[src/rtl/pacman_pkg.sv]
// Shared Pac-Man definitions: map geometry, tile codes and the
// tile-map writer state encoding.
//   No ports; imported by tile_addr_calc and tile_map_writer.
package pacman_pkg;

  localparam int MAP_W     = 48;
  localparam int MAP_H     = 27;
  localparam int TILE_W    = 40;
  localparam int TILE_H    = 40;
  localparam int MAP_TILES = MAP_W * MAP_H;

  localparam logic [3:0] TILE_EMPTY = 4'd0;
  localparam logic [3:0] TILE_WALL  = 4'd1;
  localparam logic [3:0] TILE_COIN  = 4'd2;

  typedef enum logic [2:0] {
    ST_SCAN = 3'd0,
    ST_IDLE = 3'd1,
    ST_RD   = 3'd2,
    ST_WAIT = 3'd3,
    ST_CHK  = 3'd4,
    ST_WR   = 3'd5
  } wr_state_t;

  // Only code 2 is a coin; every other non-wall code behaves as empty.
  function automatic logic is_coin(input logic [3:0] code);
    return (code == TILE_COIN);
  endfunction

endpackage

[src/rtl/tile_addr_calc.sv]
// Pixel position -> tile address, purely combinational.
// The sprite centre (top-left + half a tile) picks the tile; the tile
// coordinates are clamped to the map and flattened as ty*MAP_W+tx.
//   px, py    : sprite top-left corner in pixels (12 bits each)
//   tile_addr : flattened tile index, 0..MAP_TILES-1
module tile_addr_calc
  import pacman_pkg::*;
(
  input  logic [11:0] px,
  input  logic [11:0] py,
  output logic [10:0] tile_addr
);

  logic [12:0] cx_s;
  logic [12:0] cy_s;
  logic [12:0] qx_s;
  logic [12:0] qy_s;
  logic [5:0]  tx_s;
  logic [4:0]  ty_s;

  // 13 bits so that 4095+20 does not wrap
  assign cx_s = {1'b0, px} + 13'(TILE_W / 2);
  assign cy_s = {1'b0, py} + 13'(TILE_H / 2);

  // Constant divisor: synthesises to a fixed multiply/shift network
  assign qx_s = cx_s / 13'(TILE_W);
  assign qy_s = cy_s / 13'(TILE_H);

  assign tx_s = (qx_s > 13'(MAP_W - 1)) ? 6'(MAP_W - 1) : qx_s[5:0];
  assign ty_s = (qy_s > 13'(MAP_H - 1)) ? 5'(MAP_H - 1) : qy_s[4:0];

  assign tile_addr = 11'(ty_s) * 11'(MAP_W) + 11'(tx_s);

endmodule

[src/rtl/tile_map_writer.sv]
// Write-side owner of the tile-map BRAM port B.
// After reset it scans the whole map and counts coin tiles; then once per
// frame it reads the tile under Pac-Man and, if it is a coin, clears it,
// adds COIN_POINTS to the saturating score and decrements the coin count.
// level_clear is sticky once the count reaches zero.
//   clk_pix, reset          : pixel clock, synchronous active-high reset
//   frame_tick              : one pulse per frame
//   pac_x, pac_y            : Pac-Man sprite top-left, pixels
//   map_enb/web/addrb/dinb  : BRAM port B controls
//   map_doutb               : BRAM port B read data (1-cycle latency)
//   score, coins_left       : game counters
//   busy, level_clear       : status
module tile_map_writer
  import pacman_pkg::*;
#(
  parameter int COIN_POINTS = 10,
  parameter int SCORE_W     = 16
) (
  input  logic               clk_pix,
  input  logic               reset,
  input  logic               frame_tick,
  input  logic [11:0]        pac_x,
  input  logic [11:0]        pac_y,
  output logic               map_enb,
  output logic               map_web,
  output logic [10:0]        map_addrb,
  output logic [3:0]         map_dinb,
  input  logic [3:0]         map_doutb,
  output logic [SCORE_W-1:0] score,
  output logic [10:0]        coins_left,
  output logic               busy,
  output logic               level_clear
);

  wr_state_t          state_r;
  wr_state_t          state_s;
  logic               live_r;
  logic [10:0]        scan_addr_r;
  logic               scan_vld_r;
  logic [10:0]        tile_addr_r;
  logic [10:0]        calc_addr_s;
  logic [SCORE_W-1:0] score_r;
  logic [10:0]        coins_r;
  logic               level_clear_r;

  logic               scan_issue_s;
  logic               scan_done_s;
  logic               coin_hit_s;
  logic               enb_s;
  logic               web_s;
  logic               busy_s;
  logic [10:0]        addr_s;
  logic [SCORE_W:0]   score_sum_s;
  logic [SCORE_W-1:0] score_s;
  logic [10:0]        coins_s;
  logic               level_clear_s;

  tile_addr_calc u_addr (
    .px        (pac_x),
    .py        (pac_y),
    .tile_addr (calc_addr_s)
  );

  // live_r keeps every output at 0 while reset is held, even though the
  // state register already sits in SCAN.
  assign scan_issue_s = live_r && (state_r == ST_SCAN) && (scan_addr_r < 11'(MAP_TILES));
  assign scan_done_s  = live_r && (state_r == ST_SCAN) && (scan_addr_r == 11'(MAP_TILES));
  assign coin_hit_s   = scan_vld_r && is_coin(map_doutb);
  assign score_sum_s  = {1'b0, score_r} + (SCORE_W + 1)'(COIN_POINTS);

  // State register
  always_ff @(posedge clk_pix) begin
    if (reset) begin
      state_r <= ST_SCAN;
    end else begin
      state_r <= state_s;
    end
  end

  // Next-state and port-B control decode
  always_comb begin
    state_s = state_r;
    enb_s   = 1'b0;
    web_s   = 1'b0;
    busy_s  = 1'b1;
    addr_s  = tile_addr_r;
    case (state_r)
      ST_SCAN: begin
        enb_s  = scan_issue_s;
        addr_s = scan_addr_r;
        if (scan_done_s) begin
          state_s = ST_IDLE;
        end else begin
          state_s = ST_SCAN;
        end
      end
      ST_IDLE: begin
        busy_s = 1'b0;
        if (frame_tick) begin
          state_s = ST_RD;
        end else begin
          state_s = ST_IDLE;
        end
      end
      ST_RD: begin
        enb_s   = 1'b1;
        state_s = ST_WAIT;
      end
      ST_WAIT: begin
        state_s = ST_CHK;
      end
      ST_CHK: begin
        if (is_coin(map_doutb)) begin
          state_s = ST_WR;
        end else begin
          state_s = ST_IDLE;
        end
      end
      ST_WR: begin
        enb_s   = 1'b1;
        web_s   = 1'b1;
        state_s = ST_IDLE;
      end
      default: begin
        busy_s  = 1'b0;
        state_s = ST_SCAN;
      end
    endcase
  end

  // Counter next values: scan counting, eat update, sticky level clear
  always_comb begin
    coins_s       = coins_r;
    score_s       = score_r;
    level_clear_s = level_clear_r;
    if (coin_hit_s) begin
      coins_s = coins_r + 11'd1;
    end else if ((state_r == ST_WR) && (coins_r != 11'd0)) begin
      coins_s = coins_r - 11'd1;
    end else begin
      coins_s = coins_r;
    end
    if (state_r == ST_WR) begin
      if (score_sum_s[SCORE_W]) begin
        score_s = {SCORE_W{1'b1}};
      end else begin
        score_s = score_sum_s[SCORE_W-1:0];
      end
    end else begin
      score_s = score_r;
    end
    if ((scan_done_s || (state_r == ST_WR)) && (coins_s == 11'd0)) begin
      level_clear_s = 1'b1;
    end else begin
      level_clear_s = level_clear_r;
    end
  end

  // Scan pointer, read-valid pipeline, latched tile and game counters
  always_ff @(posedge clk_pix) begin
    if (reset) begin
      live_r        <= 1'b0;
      scan_addr_r   <= 11'd0;
      scan_vld_r    <= 1'b0;
      tile_addr_r   <= 11'd0;
      score_r       <= '0;
      coins_r       <= 11'd0;
      level_clear_r <= 1'b0;
    end else begin
      live_r        <= 1'b1;
      scan_vld_r    <= scan_issue_s;
      score_r       <= score_s;
      coins_r       <= coins_s;
      level_clear_r <= level_clear_s;
      if (scan_issue_s) begin
        scan_addr_r <= scan_addr_r + 11'd1;
      end
      if ((state_r == ST_IDLE) && frame_tick) begin
        tile_addr_r <= calc_addr_s;
      end
    end
  end

  // map_web also drops combinationally in a reset cycle so a WR that
  // coincides with reset never reaches the BRAM.
  always_comb begin
    map_enb   = enb_s & live_r;
    map_web   = web_s & live_r & ~reset;
    busy      = busy_s & live_r;
    map_addrb = 11'd0;
    if (live_r) begin
      map_addrb = addr_s;
    end else begin
      map_addrb = 11'd0;
    end
  end

  assign map_dinb    = TILE_EMPTY;
  assign score       = score_r;
  assign coins_left  = coins_r;
  assign level_clear = level_clear_r;

endmodule

[config.mk]
export PLATFORM = sky130hd
export DESIGN_NAME = tile_map_writer
export DESIGN_NICKNAME = d
export VERILOG_FILES = /design/src/rtl/pacman_pkg.sv /design/src/rtl/tile_addr_calc.sv /design/src/rtl/tile_map_writer.sv
export SDC_FILE = /design/constraint.sdc
export NUM_CORES = 1
export LEC_CHECK = 0
export BUFFER_PORTS_ARGS = -buffer_cell sky130_fd_sc_hd__buf_2
export CELL_PAD_IN_SITES_DETAIL_PLACEMENT = 1
export CELL_PAD_IN_SITES_GLOBAL_PLACEMENT = 1
export CORE_UTILIZATION = 46
export DETAILED_ROUTE_END_ITERATION = 12
export PLACE_DENSITY_LB_ADDON = 0.1
export SETUP_SLACK_MARGIN = 0.5
export SKIP_LAST_GASP = 1
export SYNTH_ARGS = -nofsm -noshare
export SYNTH_HDL_FRONTEND = slang
export SYNTH_SLANG_ARGS = --single-unit
[constraint.sdc]
create_clock -name clk_pix -period 10.4 [get_ports clk_pix]
set_clock_uncertainty 0.1 [all_clocks]
set_input_delay 1.56 -clock clk_pix [delete_from_list [all_inputs] [get_ports clk_pix]]
set_output_delay 1.56 -clock clk_pix [all_outputs]
set_load 0.05 [all_outputs]
==> results of run 1 <==
[layout make-up]
| class | count | area (um2) |
|---|---|---|
| clock buffers | 6 | 128.9 |
| clock inverters | 2 | 16.27 |
| fillers | 1524 | 5545 |
| inverters | 21 | 78.83 |
| multi-input cells | 636 | 4045 |
| flip-flops and latches | 55 | 1101 |
| well taps | 143 | 178.9 |
| repair buffers | 73 | 372.9 |
[Yosys cell counts (4+ instances only)]
| master | count |
|---|---|
| nand2_1 | 94 |
| nor2_1 | 68 |
| dfxtp_1 | 55 |
| a21oi_1 | 50 |
| o21ai_0 | 46 |
| nor3_1 | 29 |
| nand3_1 | 27 |
| xnor2_1 | 26 |
| clkbuf_1 | 23 |
| inv_1 | 21 |
| xor2_1 | 20 |
| ha_1 | 16 |
| a21boi_0 | 14 |
| a31oi_1 | 14 |
| and3_1 | 14 |
| or3_1 | 13 |
| a211oi_1 | 12 |
| nand4_1 | 12 |
| and2_1 | 10 |
| nor2b_1 | 10 |
| buf_4 | 9 |
| o211ai_1 | 9 |
| o22ai_1 | 8 |
| mux2i_1 | 7 |
| or4_1 | 6 |
| a21o_1 | 5 |
| o21a_1 | 5 |
| o31ai_1 | 5 |
| a221oi_1 | 4 |
| a22oi_1 | 4 |
| a2bb2oi_1 | 4 |
| nand3b_1 | 4 |
| nor4_1 | 4 |
| o21ai_1 | 4 |
[per-stage QoR]
stage	total power [uW]	worst slack (ns)	std cells	utilization, %
after floorplan	405.7	3.910	750	-
after global placement	445.2	3.159	928	50.38
after detailed placement	455.3	2.941	928	50.38
after CTS	628.1	3.226	936	51.64
after global routing	665.4	2.729	936	51.64
final	628.4	3.118	936	51.64
[cells by family (layout without fill, tap and decap cells)]
family | Yosys count | after routing | synth area share (%)
simple gates | 324 | 324 | 30.58
compound gates | 233 | 233 | 29.68
buf+inv | 59 | 102 | 5.197
flops | 55 | 55 | 20.33
xor+xnor | 48 | 48 | 8.154
fa+ha+maj | 19 | 19 | 4.435
mux | 8 | 8 | 1.548
other cells | 1 | 4 | 0.06923
[registers in the layout, summed over array words and instances (netlist names)]
name         cells
tile_addr_r     11
state_r          3
live_r           1
level_clear      1
scan_vld_r       1
scan_addr_r     11
coins_left      11
score           16
[how the worst max path moves through the flow]
stage,from,endpoint,slack (ns),cells past startpoint
final,pac_y[3],tile_addr_r[10],3.12,21
after global routing,pac_y[3],tile_addr_r[10],2.73,21
after CTS,pac_y[2],tile_addr_r[10],3.23,21
after detailed placement,pac_y[2],tile_addr_r[10],2.94,21
after global placement,pac_y[2],tile_addr_r[10],3.16,21
after floorplan,pac_y[2],tile_addr_r[9],3.91,22
[metal layers]
| layer | vias to the layer above | share of wire [%] | GRT usage, % |
|---|---|---|---|
| met1 | 2892 | 45 | 32.63 |
| met4 | 0 | 1.3 | 6.311 |
| met5 | - | 0 | 0 |
| met3 | 22 | 3.5 | 3.403 |
| li1 | 2847 | - | - |
| met2 | 117 | 50 | 48.20 |
[report_power, final]
part           total [uW]  leakage (uW)  internal (uW)  switching, uW
clock                 172     0.0000675           90.5           81.5
combinational         242       0.00175           89.5            153
sequential            214      0.000444            212           2.34
total                 628       0.00226            392            237
[worst max-delay path, cell delays in order]
cell and delay, ns:
buf_2 0.14, ha_1 0.31, o2111a_2 0.31, mux2i_2 0.51
a21oi_2 0.13, or3_1 0.48, or2_1 0.39, a22oi_1 0.22
a21o_1 0.23, nand2_1 0.09, nor2_1 0.08, o21ai_0 0.09
a31oi_1 0.47, nand4_1 0.27, ha_1 0.49, inv_1 0.09
or4_4 0.55, and3_4 0.19, a211oi_2 0.37, nand4b_1 0.16
a211oi_1 0.27
==> flow_summary.ini, run 1 <==
[worst_hold_path]
hold_path.class = flop to flop
hp-start = score[0]
hold_end = score[0]
hold_depth = 2

[cells_and_area]
fin_area_um2 = 5922
drive_gt1_share_pct = 15.01
final_nets = 840
final_common_cell = nand2_1
diodes = 0
final_cell_mix = 94 x nand2_1, 70 x buf_2, 68 x nor2_1
area_delta_synth_final_pct = 9.332

[clocking]
clockBufferDepth = 2
cts_tree = yes
root_buffer = clkbuf_16
clk_latency_ns = 0.30
cts_inserted_buffers = 5
clkSinkCount = 55
ctsHoldBuffers = 0
cts_resized = 0
htreeDepth = 2
clk_pin_slew_ns = 0.08
post_cts_buffers = 0

[route]
vias = 5878
finalWirelength_mm = 16.36
wl_per_cell_um = 17.48
vias_per_cell = 6.280
first_pass_iters = 5
drt_iter0_drc = 263
route.detailed.drc = 0
ant_nets = 0

[critical_path]
rrSetupSlack_ns = 6.66
crit_fanout = 9
end_kind = flop
cp.arrival_ns = 7.39
r2r_start = coins_left[2]
r2r_end = level_clear
crit_required_ns = 10.51
start_kind = input pin
reg2regPathDepth = 13
crit_type = input pin to flop

[pwr]
p_per_area_nw_per_um2 = 106.1
leakagePower_uw = 0.002258
max-vdd-ir-drop_v = 0.00005989

[floorplan]
initial_core_util_pct = 47.23
ios = 77
core_area_um2 = 11470
rows = 39
die_height_um = 110.5
dieWidth_um = 110.5
die-area_um2 = 12210

[synth]
syn_avg_cell_area_um2 = 7.251
synth_edf_count = 0
syn-cell-area_um2 = 5416
ys_seq_area_share_pct = 20.33
syn-instance-count = 747
synth_ff_type = dfxtp_1
synth.top_cell.area_share_pct = 20.33
synth_area_leaders = dfxtp_1 20%, nand2_1 6.5%, nor2_1 4.7%
ys_types = 94
yosysWarnings = 0
async_flop_share_pct = 0
synth_largest_area_cell = dfxtp_1
synth_seq_cells = 55

[outcome]
outcome = finished clean

[placed_design]
gp_congestion = 0.8926
io_buffers = 70
place_area_um2 = 5777
dp_hpwl_mm = 12.35

[sta]
finalCriticalPeriod_ns = 7.282
tightest_slew_ns = 0.9490
fin_crit_sh_pct = 70.02
slew_headroom_pct = 36.52
final_hold_viol_count = 0
setup_viol = 0
slew_viol_final = 0
hold_ws_ns = 0.3574
rsz0062_at_grt = false
finalSetupTns_ns = 0
clock.fmax_mhz = 137.3

[grt]
grt_usage_pct = 26.41
grt_pass1_vias = 5854
grt_pass1_wl_mm = 27.46
overflow = 0
antenna_found_initial = 0
grt_max_degree = 47

[job]
cap_viol_max_count = 0
No activity file was read; power rests on OpenSTA's default activity.
==> run 2: changes to the inputs <==
--- a/config.mk
+++ b/config.mk
@@ -8,7 +8,7 @@
 export BUFFER_PORTS_ARGS = -buffer_cell sky130_fd_sc_hd__buf_2
 export CELL_PAD_IN_SITES_DETAIL_PLACEMENT = 1
 export CELL_PAD_IN_SITES_GLOBAL_PLACEMENT = 1
-export CORE_UTILIZATION = 46
+export CORE_UTILIZATION = 39
 export DETAILED_ROUTE_END_ITERATION = 12
 export PLACE_DENSITY_LB_ADDON = 0.1
 export SETUP_SLACK_MARGIN = 0.5
==> constraint.sdc (replaced) <==
create_clock -name clk_pix -period 6.2 [get_ports clk_pix]
set_clock_uncertainty 0.1 [all_clocks]
set_input_delay 0.93 -clock clk_pix [delete_from_list [all_inputs] [get_ports clk_pix]]
set_output_delay 0.93 -clock clk_pix [all_outputs]
set_load 0.05 [all_outputs]
==> flow_summary.ini, run 2 (synthesized netlist as in run 1, its figures left out) <==
[floorplan]
die_height_um = 119.9
ios = 77
initial_core_util_pct = 40.42
dieWidth_um = 119.9
die-area_um2 = 14360
core_area_um2 = 13400
rows = 42

[sta]
final_hold_viol_count = 0
finalCriticalPeriod_ns = 5.577
clock.fmax_mhz = 179.3
slew_viol_final = 0
finalSetupTns_ns = 0
setup_viol = 0
tightest_slew_ns = 0.9233
fin_crit_sh_pct = 89.95
rsz0062_at_grt = false
slew_headroom_pct = 38.00

[grt]
grt_pass1_wl_mm = 28.08
antenna_found_initial = 0
grt_usage_pct = 23.33
overflow = 0
grt_pass1_vias = 5893
grt_max_degree = 47

[cells_and_area]
final_nets = 882
fin_area_um2 = 6550
final_cell_mix = 92 x nand2_1, 68 x nor2_1, 64 x buf_2
area_delta_synth_final_pct = 20.93
drive_gt1_share_pct = 22.16
final_common_cell = nand2_1
diodes = 0
largest_reg_flops = 16

[placed_design]
gp_congestion = 0.8303
dp_hpwl_mm = 12.76
io_buffers = 70
place_area_um2 = 6007

[pwr]
p_per_area_nw_per_um2 = 180.7
max-vdd-ir-drop_v = 0.0001065
leakagePower_uw = 0.002509

[job]
cap_viol_max_count = 0

[clocking]
cts_tree = yes
clockBufferDepth = 2
clk_latency_ns = 0.29
clkSinkCount = 55
ctsHoldBuffers = 0
htreeDepth = 2
clk_pin_slew_ns = 0.07
root_buffer = clkbuf_16
cts_inserted_buffers = 5

[critical_path]
rrSetupSlack_ns = 2.46
cp.arrival_ns = 5.70
start_kind = input pin
end_kind = flop
crit_required_ns = 6.32
crit_type = input pin to flop
crit_fanout = 9

[route]
first_pass_iters = 5
finalWirelength_mm = 17.19
vias_per_cell = 5.924
ant_nets = 0
route.detailed.drc = 0
drt_iter0_drc = 362
vias = 5989
wl_per_cell_um = 17.00

[outcome]
outcome = finished clean

[worst_hold_path]
hold_path.class = flop to flop
run 2: cell count changes in the layout (fill, tap and decap cells not counted), sizes merged:
cell      before  now
bufinv         0    1
clkbuf         6   11
clkinvlp       1    0
inv           22   21
clkinv         0    1
buf           73  110
run 2: power breakdown:
part | switching (uW) | internal (uW) | leakage, uW
Combinational | 288 | 207 | 0.00198
Clock | 128 | 201 | 0.0000868
Sequential | 3.73 | 355 | 0.000444
Total | 420 | 764 | 0.00251
run 2: worst paths after layout:
path,from,endpoint,cells past startpoint
max,pac_y[3],tile_addr_r[9],23
min,score[0],score[0],2
max reg2reg,coins_left[2],level_clear,13
min reg2reg,score[0],score[0],2
run 2: critical path: stages:
cell and delay [ns]:
clkbuf_4 0.15, ha_4 0.19, o2111a_2 0.30, buf_12 0.14
mux2i_4 0.18, buf_4 0.19, nand3_1 0.12, o31ai_2 0.08
buf_4 0.18, or4_1 0.49, and4_1 0.22, a32o_2 0.28
maj3_1 0.36, a211oi_2 0.26, nor2b_2 0.09, ha_1 0.21
ha_1 0.20, nand2_2 0.11, and3_4 0.23, buf_4 0.11
nand3_1 0.09, or4_1 0.43, o211ai_2 0.14
run 2: layout make-up:
| type | instances | area [um2] |
|---|---|---|
| inverter | 21 | 78.83 |
| clock buffer | 6 | 138.9 |
| multi-input combinational | 636 | 4248 |
| sequential | 55 | 1101 |
| tap | 176 | 220.2 |
| clock inverter | 2 | 35.03 |
| fill | 1722 | 6850 |
| timing repair buffer | 115 | 728.2 |
run 2: what timing repair did:
action / 4_1_cts / 5_1_grt
pin swaps: 2 / 24
buffers inserted: 3 / 19
gates cloned: 0 / 0
endpoints found under the setup margin: 4 / 4
gates resized for setup: 6 / 35
run 2: layer usage:
| metal | routed length, um | vias up | global-route usage, % |
|---|---|---|---|
| li1 | - | 2938 | - |
| met1 | 8019 | 2920 | 30.48 |
| met2 | 8534 | 106 | 41.58 |
| met3 | 394 | 25 | 2.471 |
| met4 | 238 | 0 | 3.984 |
| met5 | 0 | - | 0 |
run 2: through the flow:
stage / instances / util [%] / hold slack (ns) / total power [uW] / setup WS (ns)
after CTS: 992 / 46.55 / 0.3624 / 1149 / 0.5177
final: 1011 / 48.88 / 0.3524 / 1183 / 0.6232
after detailed placement: 981 / 44.83 / 0.3498 / 807.8 / 0.07801
after floorplan: 750 / - / 0.3366 / 684.3 / 0.5395
after global placement: 981 / 44.83 / 0.3320 / 787.7 / 0.1705
after global routing: 1011 / 48.88 / 0.3669 / 1248 / 0.4543
